<file path="src/rtl/tc_bus_master.sv">
// tc_bus_master: queued register-bus initiator with autonomous interrupt service
module tc_bus_master #(
  parameter int         DEPTH     = 4,
  parameter int         RD_LAT    = 1,
  parameter logic [7:0] FLAG_ADDR = 8'h15
) (
  input  logic       clk,
  input  logic       rst,
  input  logic       cmd_valid,
  output logic       cmd_ready,
  input  logic       cmd_write,
  input  logic [7:0] cmd_addr,
  input  logic [7:0] cmd_wdata,
  output logic       rsp_valid,
  output logic [7:0] rsp_addr,
  output logic [7:0] rsp_data,
  output logic [7:0] addr,
  output logic       write,
  output logic [7:0] wdata,
  output logic       read,
  input  logic [7:0] rdata,
  input  logic       interrupt_request,
  output logic       irq_valid,
  output logic [7:0] irq_flags,
  output logic       busy
);
  localparam int AW = $clog2(DEPTH);
  localparam int CW = RD_LAT > 1 ? $clog2(RD_LAT) : 1;
  typedef enum logic [2:0] {IDLE, WR, RD, RWAIT, IRQ_RD, IRQ_WAIT, IRQ_CLR} state_t;
  state_t state, state_n;
  logic [16:0] mem [DEPTH];
  logic [16:0] head;
  logic [AW:0] wp, rp;
  logic empty, full, push, pop, svc, irq_q, irq_pend;
  logic [CW-1:0] cnt, cnt_n;
  logic [7:0] addr_n, wdata_n, rsp_addr_n, rsp_data_n, irq_flags_n;
  logic write_n, read_n, rsp_valid_n, irq_valid_n;
  assign empty     = wp == rp;
  assign full      = (wp[AW] != rp[AW]) && (wp[AW-1:0] == rp[AW-1:0]);
  assign cmd_ready = !full;
  assign push      = cmd_valid && cmd_ready;
  assign head      = mem[rp[AW-1:0]];
  assign busy      = (state != IDLE) || !empty || irq_pend;
  // command storage; entries are {write, addr, wdata}
  always_ff @(posedge clk)
    if (push) mem[wp[AW-1:0]] <= {cmd_write, cmd_addr, cmd_wdata};
  // FIFO pointers and interrupt edge capture; a new edge wins over the service clear
  always_ff @(posedge clk or posedge rst)
    if (rst) begin
      wp       <= '0;
      rp       <= '0;
      irq_q    <= 1'b0;
      irq_pend <= 1'b0;
    end else begin
      wp       <= wp + {{AW{1'b0}}, push};
      rp       <= rp + {{AW{1'b0}}, pop};
      irq_q    <= interrupt_request;
      irq_pend <= (interrupt_request && !irq_q) || (irq_pend && !svc);
    end
  // state and registered bus/response outputs
  always_ff @(posedge clk or posedge rst)
    if (rst) begin
      state     <= IDLE;
      cnt       <= '0;
      addr      <= '0;
      wdata     <= '0;
      write     <= 1'b0;
      read      <= 1'b0;
      rsp_valid <= 1'b0;
      rsp_addr  <= '0;
      rsp_data  <= '0;
      irq_valid <= 1'b0;
      irq_flags <= '0;
    end else begin
      state     <= state_n;
      cnt       <= cnt_n;
      addr      <= addr_n;
      wdata     <= wdata_n;
      write     <= write_n;
      read      <= read_n;
      rsp_valid <= rsp_valid_n;
      rsp_addr  <= rsp_addr_n;
      rsp_data  <= rsp_data_n;
      irq_valid <= irq_valid_n;
      irq_flags <= irq_flags_n;
    end
  // next state; interrupt service only launches from IDLE and outranks queued commands
  always_comb begin
    state_n     = state;
    cnt_n       = cnt;
    addr_n      = addr;
    wdata_n     = wdata;
    write_n     = 1'b0;
    read_n      = 1'b0;
    rsp_valid_n = 1'b0;
    rsp_addr_n  = rsp_addr;
    rsp_data_n  = rsp_data;
    irq_valid_n = 1'b0;
    irq_flags_n = irq_flags;
    pop         = 1'b0;
    svc         = 1'b0;
    case (state)
      IDLE:
        if (irq_pend) begin
          svc     = 1'b1;
          read_n  = 1'b1;
          addr_n  = FLAG_ADDR;
          state_n = IRQ_RD;
        end else if (!empty) begin
          pop     = 1'b1;
          addr_n  = head[15:8];
          write_n = head[16];
          read_n  = !head[16];
          wdata_n = head[16] ? head[7:0] : wdata;
          state_n = head[16] ? WR : RD;
        end
      WR, IRQ_CLR: state_n = IDLE;
      RD: begin
        cnt_n   = CW'(RD_LAT - 1);
        state_n = RWAIT;
      end
      IRQ_RD: begin
        cnt_n   = CW'(RD_LAT - 1);
        state_n = IRQ_WAIT;
      end
      RWAIT:
        if (cnt == '0) begin
          rsp_valid_n = 1'b1;
          rsp_addr_n  = addr;
          rsp_data_n  = rdata;
          state_n     = IDLE;
        end else cnt_n = cnt - CW'(1);
      IRQ_WAIT:
        if (cnt == '0) begin
          irq_flags_n = rdata;
          write_n     = rdata != 8'h00;
          wdata_n     = rdata != 8'h00 ? rdata : wdata;
          irq_valid_n = rdata != 8'h00;
          state_n     = rdata != 8'h00 ? IRQ_CLR : IDLE;
        end else cnt_n = cnt - CW'(1);
      default: state_n = IDLE;
    endcase
  end
endmodule
</file>
<file path="config.mk">
export PLATFORM = sky130hd
export DESIGN_NAME = tc_bus_master
export DESIGN_NICKNAME = d
export VERILOG_FILES = /design/src/rtl/tc_bus_master.sv
export SDC_FILE = /design/constraint.sdc
export NUM_CORES = 1
export LEC_CHECK = 0
export ABC_AREA = 1
export CAP_MARGIN = 0
export CORE_MARGIN = 2
export CORE_UTILIZATION = 54
export DETAILED_ROUTE_END_ITERATION = 7
export PLACE_DENSITY_LB_ADDON = 0.1
export REMOVE_ABC_BUFFERS = 1
export SLEW_MARGIN = 20
export SYNTH_ARGS = -nofsm -noshare
export SYNTH_HDL_FRONTEND = slang
export SYNTH_SLANG_ARGS = --single-unit
</file>
<file path="constraint.sdc">
create_clock -name clk -period 3.1 [get_ports clk]
set_input_delay 0.465 -clock clk [delete_from_list [all_inputs] [get_ports clk]]
set_output_delay 0.465 -clock clk [all_outputs]
set_load 0.02 [all_outputs]
</file>
==> impl_metrics.csv <==
group,metric,value,unit
layout,final_cell_area,6410,um2
job,maxCapViolations,0,
synthesis,ys_seq_elements,123,
sta,fin_skew,0.00798,ns
sta,achievable-frequency,0.355,GHz
power,design_power_total,7.04,mW
power,total_leakage_power,2.74,nW
die,floorplan.die.height,99.9,um
routing,wl_per_cell,15.5,um
layout,syn2layout_area_growth,29.2,%
placed_design,routabilityCongestion,0.765,
worst_setup_path,setup.worst_path.end_class,"output pin",
synthesis,warning_count_from_the_yosys_run,0,
sta,max-slew-margin-rel,0.544,
global_route,grt_pass1_vias,3338,
sta,final_min_period_over_clock_period,0.909,
synthesis,mappedNetlistArea,4960,um2
placed_design,dpl_cell_area,5820,um2
worst_setup_path,critical_path_peak_fanout,21,
die,floorplan.die.width,99.9,um
layout,fin_util,0.728,
worst_setup_path,worstSetupPathType,"flop to output pin",
routing,first_iter_violations,219,
global_route,grt_max_degree,36,
sta,timing.hold.ws,0.386,ns
status,run_status,"finished clean",
synthesis,synth_area_per_cell,11.1,um2
die,dieArea,9970,um2
sta,final.min_clock_period,2.82,ns
clock_network,clk_path_buf_depth,2,
die,initial_core_util,0.563,
worst_setup_path,critical_path.slowest_cell,"sky130_fd_sc_hd__clkdlybuf4s50_1",
die,coreArea,8810,um2
placed_design,port_buffers,74,
clock_network,clock-sinks,123,
clock_network,cts_setup_buffers,0,
clock_network,hold_buffers_post_cts,0,
sta,final_hold_vio_count,0,
synthesis,synth_enable_flop_cells,68,
global_route,globalRoute.totalOverflow,0,
clock_network,h-tree-depth,4,
worst_setup_path,timing.critical_path.required,2.63,ns
synthesis,synth.yosys.seq_area_share,0.689,
worst_setup_path,timing.critical_path.cells,"inv_4, nand2_1, nand2_2, nand3_4, nor2_1, inv_1, clkdlybuf4s50_1",
worst_setup_path,delay_of_the_slowest_cell_on_the_worst_path,0.53,ns
worst_setup_path,worst_ep_arrival_time,2.35,ns
clock_network,cts.repair.resized,0,
routing,detailed_route_via_count,3470,
synthesis,ys.flop_type,"sky130_fd_sc_hd__edfxtp_1",
synthesis,ys_top_cells_by_count,"134 x sky130_fd_sc_hd__nand2_1, 68 x sky130_fd_sc_hd__edfxtp_1, 55 x sky130_fd_sc_hd__dfrtp_1",
sta,setup-violations-final,0,
worst_setup_path,nature_of_the_critical_path_startpoint,"flop",
routing,detail-route-antenna-nets,0,
sta,setup-tns-final,0,ns
die,placement_rows,34,
clock_network,clock_buffers_created_by_tritoncts,17,
clock_network,cts_tree,"built",
routing,vias_per_cell,5.32,
worst_hold_path,worst_hold_path_type,"primary input to asynchronous set/reset pin",
global_route,grt_pass1_wl,16400,um
routing,totalWireLength,10100,um
synthesis,post-synth-top-count-cell,"sky130_fd_sc_hd__nand2_1",
synthesis,netlist.area_leader.share,0.412,
sta,tightestPinTransition,0.684,ns
sta,report.final.slew_viol_count,0,
global_route,antenna_found_initial,0,
routing,firstDrtPassIters,5,
synthesis,synth.lib_cells_used.distinct,27,
layout,final_nets,564,
power,power.density,1100,nW/um2
synthesis,netlist_instances,446,
synthesis,synth-async-reset-ratio,0.447,
synthesis,post_synth_main_area_contributors,"sky130_fd_sc_hd__edfxtp_1 41%, sky130_fd_sc_hd__dfrtp_1 28%, sky130_fd_sc_hd__nand2_1 10%",
die,ioPinCount,75,
synthesis,synth_top_area_cell,"sky130_fd_sc_hd__edfxtp_1",
layout,num_antenna_cells,0,
power,peakVddDrop,0.000469,V
sta,unrepaired_setup_endpoints_after_global_routing,"no",
clock_network,worst_skew_pair.late_latency,0.51,ns
global_route,track_usage,0.216,
clock_network,clock_slew_at_reported_path_ffs,0.06,ns
placed_design,hpwlAfterDp,6720,um
layout,drive_above_1_share,0.116,
routing,drc,0,
clock_network,master_cell_of_the_clock_root_buffer,"sky130_fd_sc_hd__clkbuf_8",
## per-stage QoR
stage / instances / worst slack, ns
6_report: 652 / 0.283
5_1_grt: 652 / 0.151
4_1_cts: 652 / 0.257
3_5_place_dp: 620 / 0.800
3_3_place_gp: 620 / 0.825
2_1_floorplan: 428 / -0.129
## power by group
group          internal [mW]  leakage, nW  total (mW)  switching [mW]
Sequential              2.27         1.31        2.55           0.285
Combinational          0.978         1.16        2.56            1.58
Clock                   1.22        0.278        1.93           0.709
Total                   4.47         2.74        7.04            2.57
## cell type report
type                    instances  area (um2)
well taps                     108         135
inverters                      34         135
clock inverters                15         174
multi-input cells             271        1320
fillers                       603        2400
flip-flops and latches        123        3420
repair buffers                 84         816
clock buffers                  17         414
## layout by cell type, fill, tap and decap left out, types with 6 or more instances in the layout
| cell | netlist | routed |
|---|---|---|
| sky130_fd_sc_hd__o21ai_1 | 7 | 7 |
| sky130_fd_sc_hd__clkdlybuf4s50_1 | 0 | 74 |
| sky130_fd_sc_hd__buf_4 | 1 | 10 |
| sky130_fd_sc_hd__o22ai_1 | 6 | 6 |
| sky130_fd_sc_hd__nor2_1 | 23 | 23 |
| sky130_fd_sc_hd__nand2_2 | 6 | 6 |
| sky130_fd_sc_hd__dfrtp_1 | 55 | 55 |
| sky130_fd_sc_hd__o21ai_0 | 28 | 28 |
| sky130_fd_sc_hd__edfxtp_1 | 68 | 68 |
| sky130_fd_sc_hd__clkbuf_16 | 0 | 16 |
| sky130_fd_sc_hd__inv_1 | 32 | 31 |
| sky130_fd_sc_hd__nand3_1 | 37 | 37 |
| sky130_fd_sc_hd__nand2_1 | 134 | 134 |
## registers in the layout, summed over array words and instances (netlist names), 8 cells and up
name / cells
addr: 8
rsp_data: 8
irq_flags: 8
rsp_addr: 8
wdata: 8
mem: 68
## path summary, 6_finish.rpt
kind,from,slack (ns),to,cells past startpoint
min,rst,0.39,addr[4]$_DFFE_PP0P_,2
max,rp[1]$_DFF_PP0_,0.28,busy,7
min in group clk,interrupt_request,0.43,irq_q$_DFF_PP0_,1
min reg2reg,irq_q$_DFF_PP0_,0.46,irq_pend$_DFF_PP0_,1
max in group asynchronous,rst,2.07,rsp_data[7]$_DFFE_PP0P_,3
max reg2reg,rp[1]$_DFF_PP0_,1.06,wp[2]$_DFF_PP0_,9
## worst max-delay path: cells and delay by family, from the launching register on
| kind | cells | cell delay (ns) |
|---|---|---|
| buffers and inverters | 3 | 0.86 |
| AND/OR/NAND/NOR | 4 | 0.45 |
| flip-flops | 1 | 0.52 |
## cell families after synthesis
| logic type | count (synthesis) | synth area share |
|---|---|---|
| AND/OR/NAND/NOR | 214 | 0.188 |
| flip-flops | 123 | 0.689 |
| adder cells (fa/ha/maj) | 4 | 0.0101 |
| AO/OA/AOI/OAI | 51 | 0.0595 |
| buffers and inverters | 52 | 0.0497 |
| XOR/XNOR | 2 | 0.00353 |
## layer usage
| metal | GRT usage | wire length (um) | up-vias |
|---|---|---|---|
| met3 | 0.0474 | 623 | 9 |
| met5 | 0 | 0 | - |
| met1 | 0.303 | 4460 | 1677 |
| met4 | 0.0727 | 99 | 0 |
| li1 | - | - | 1664 |
| met2 | 0.339 | 4940 | 120 |
(Power assumes the default switching activity.)
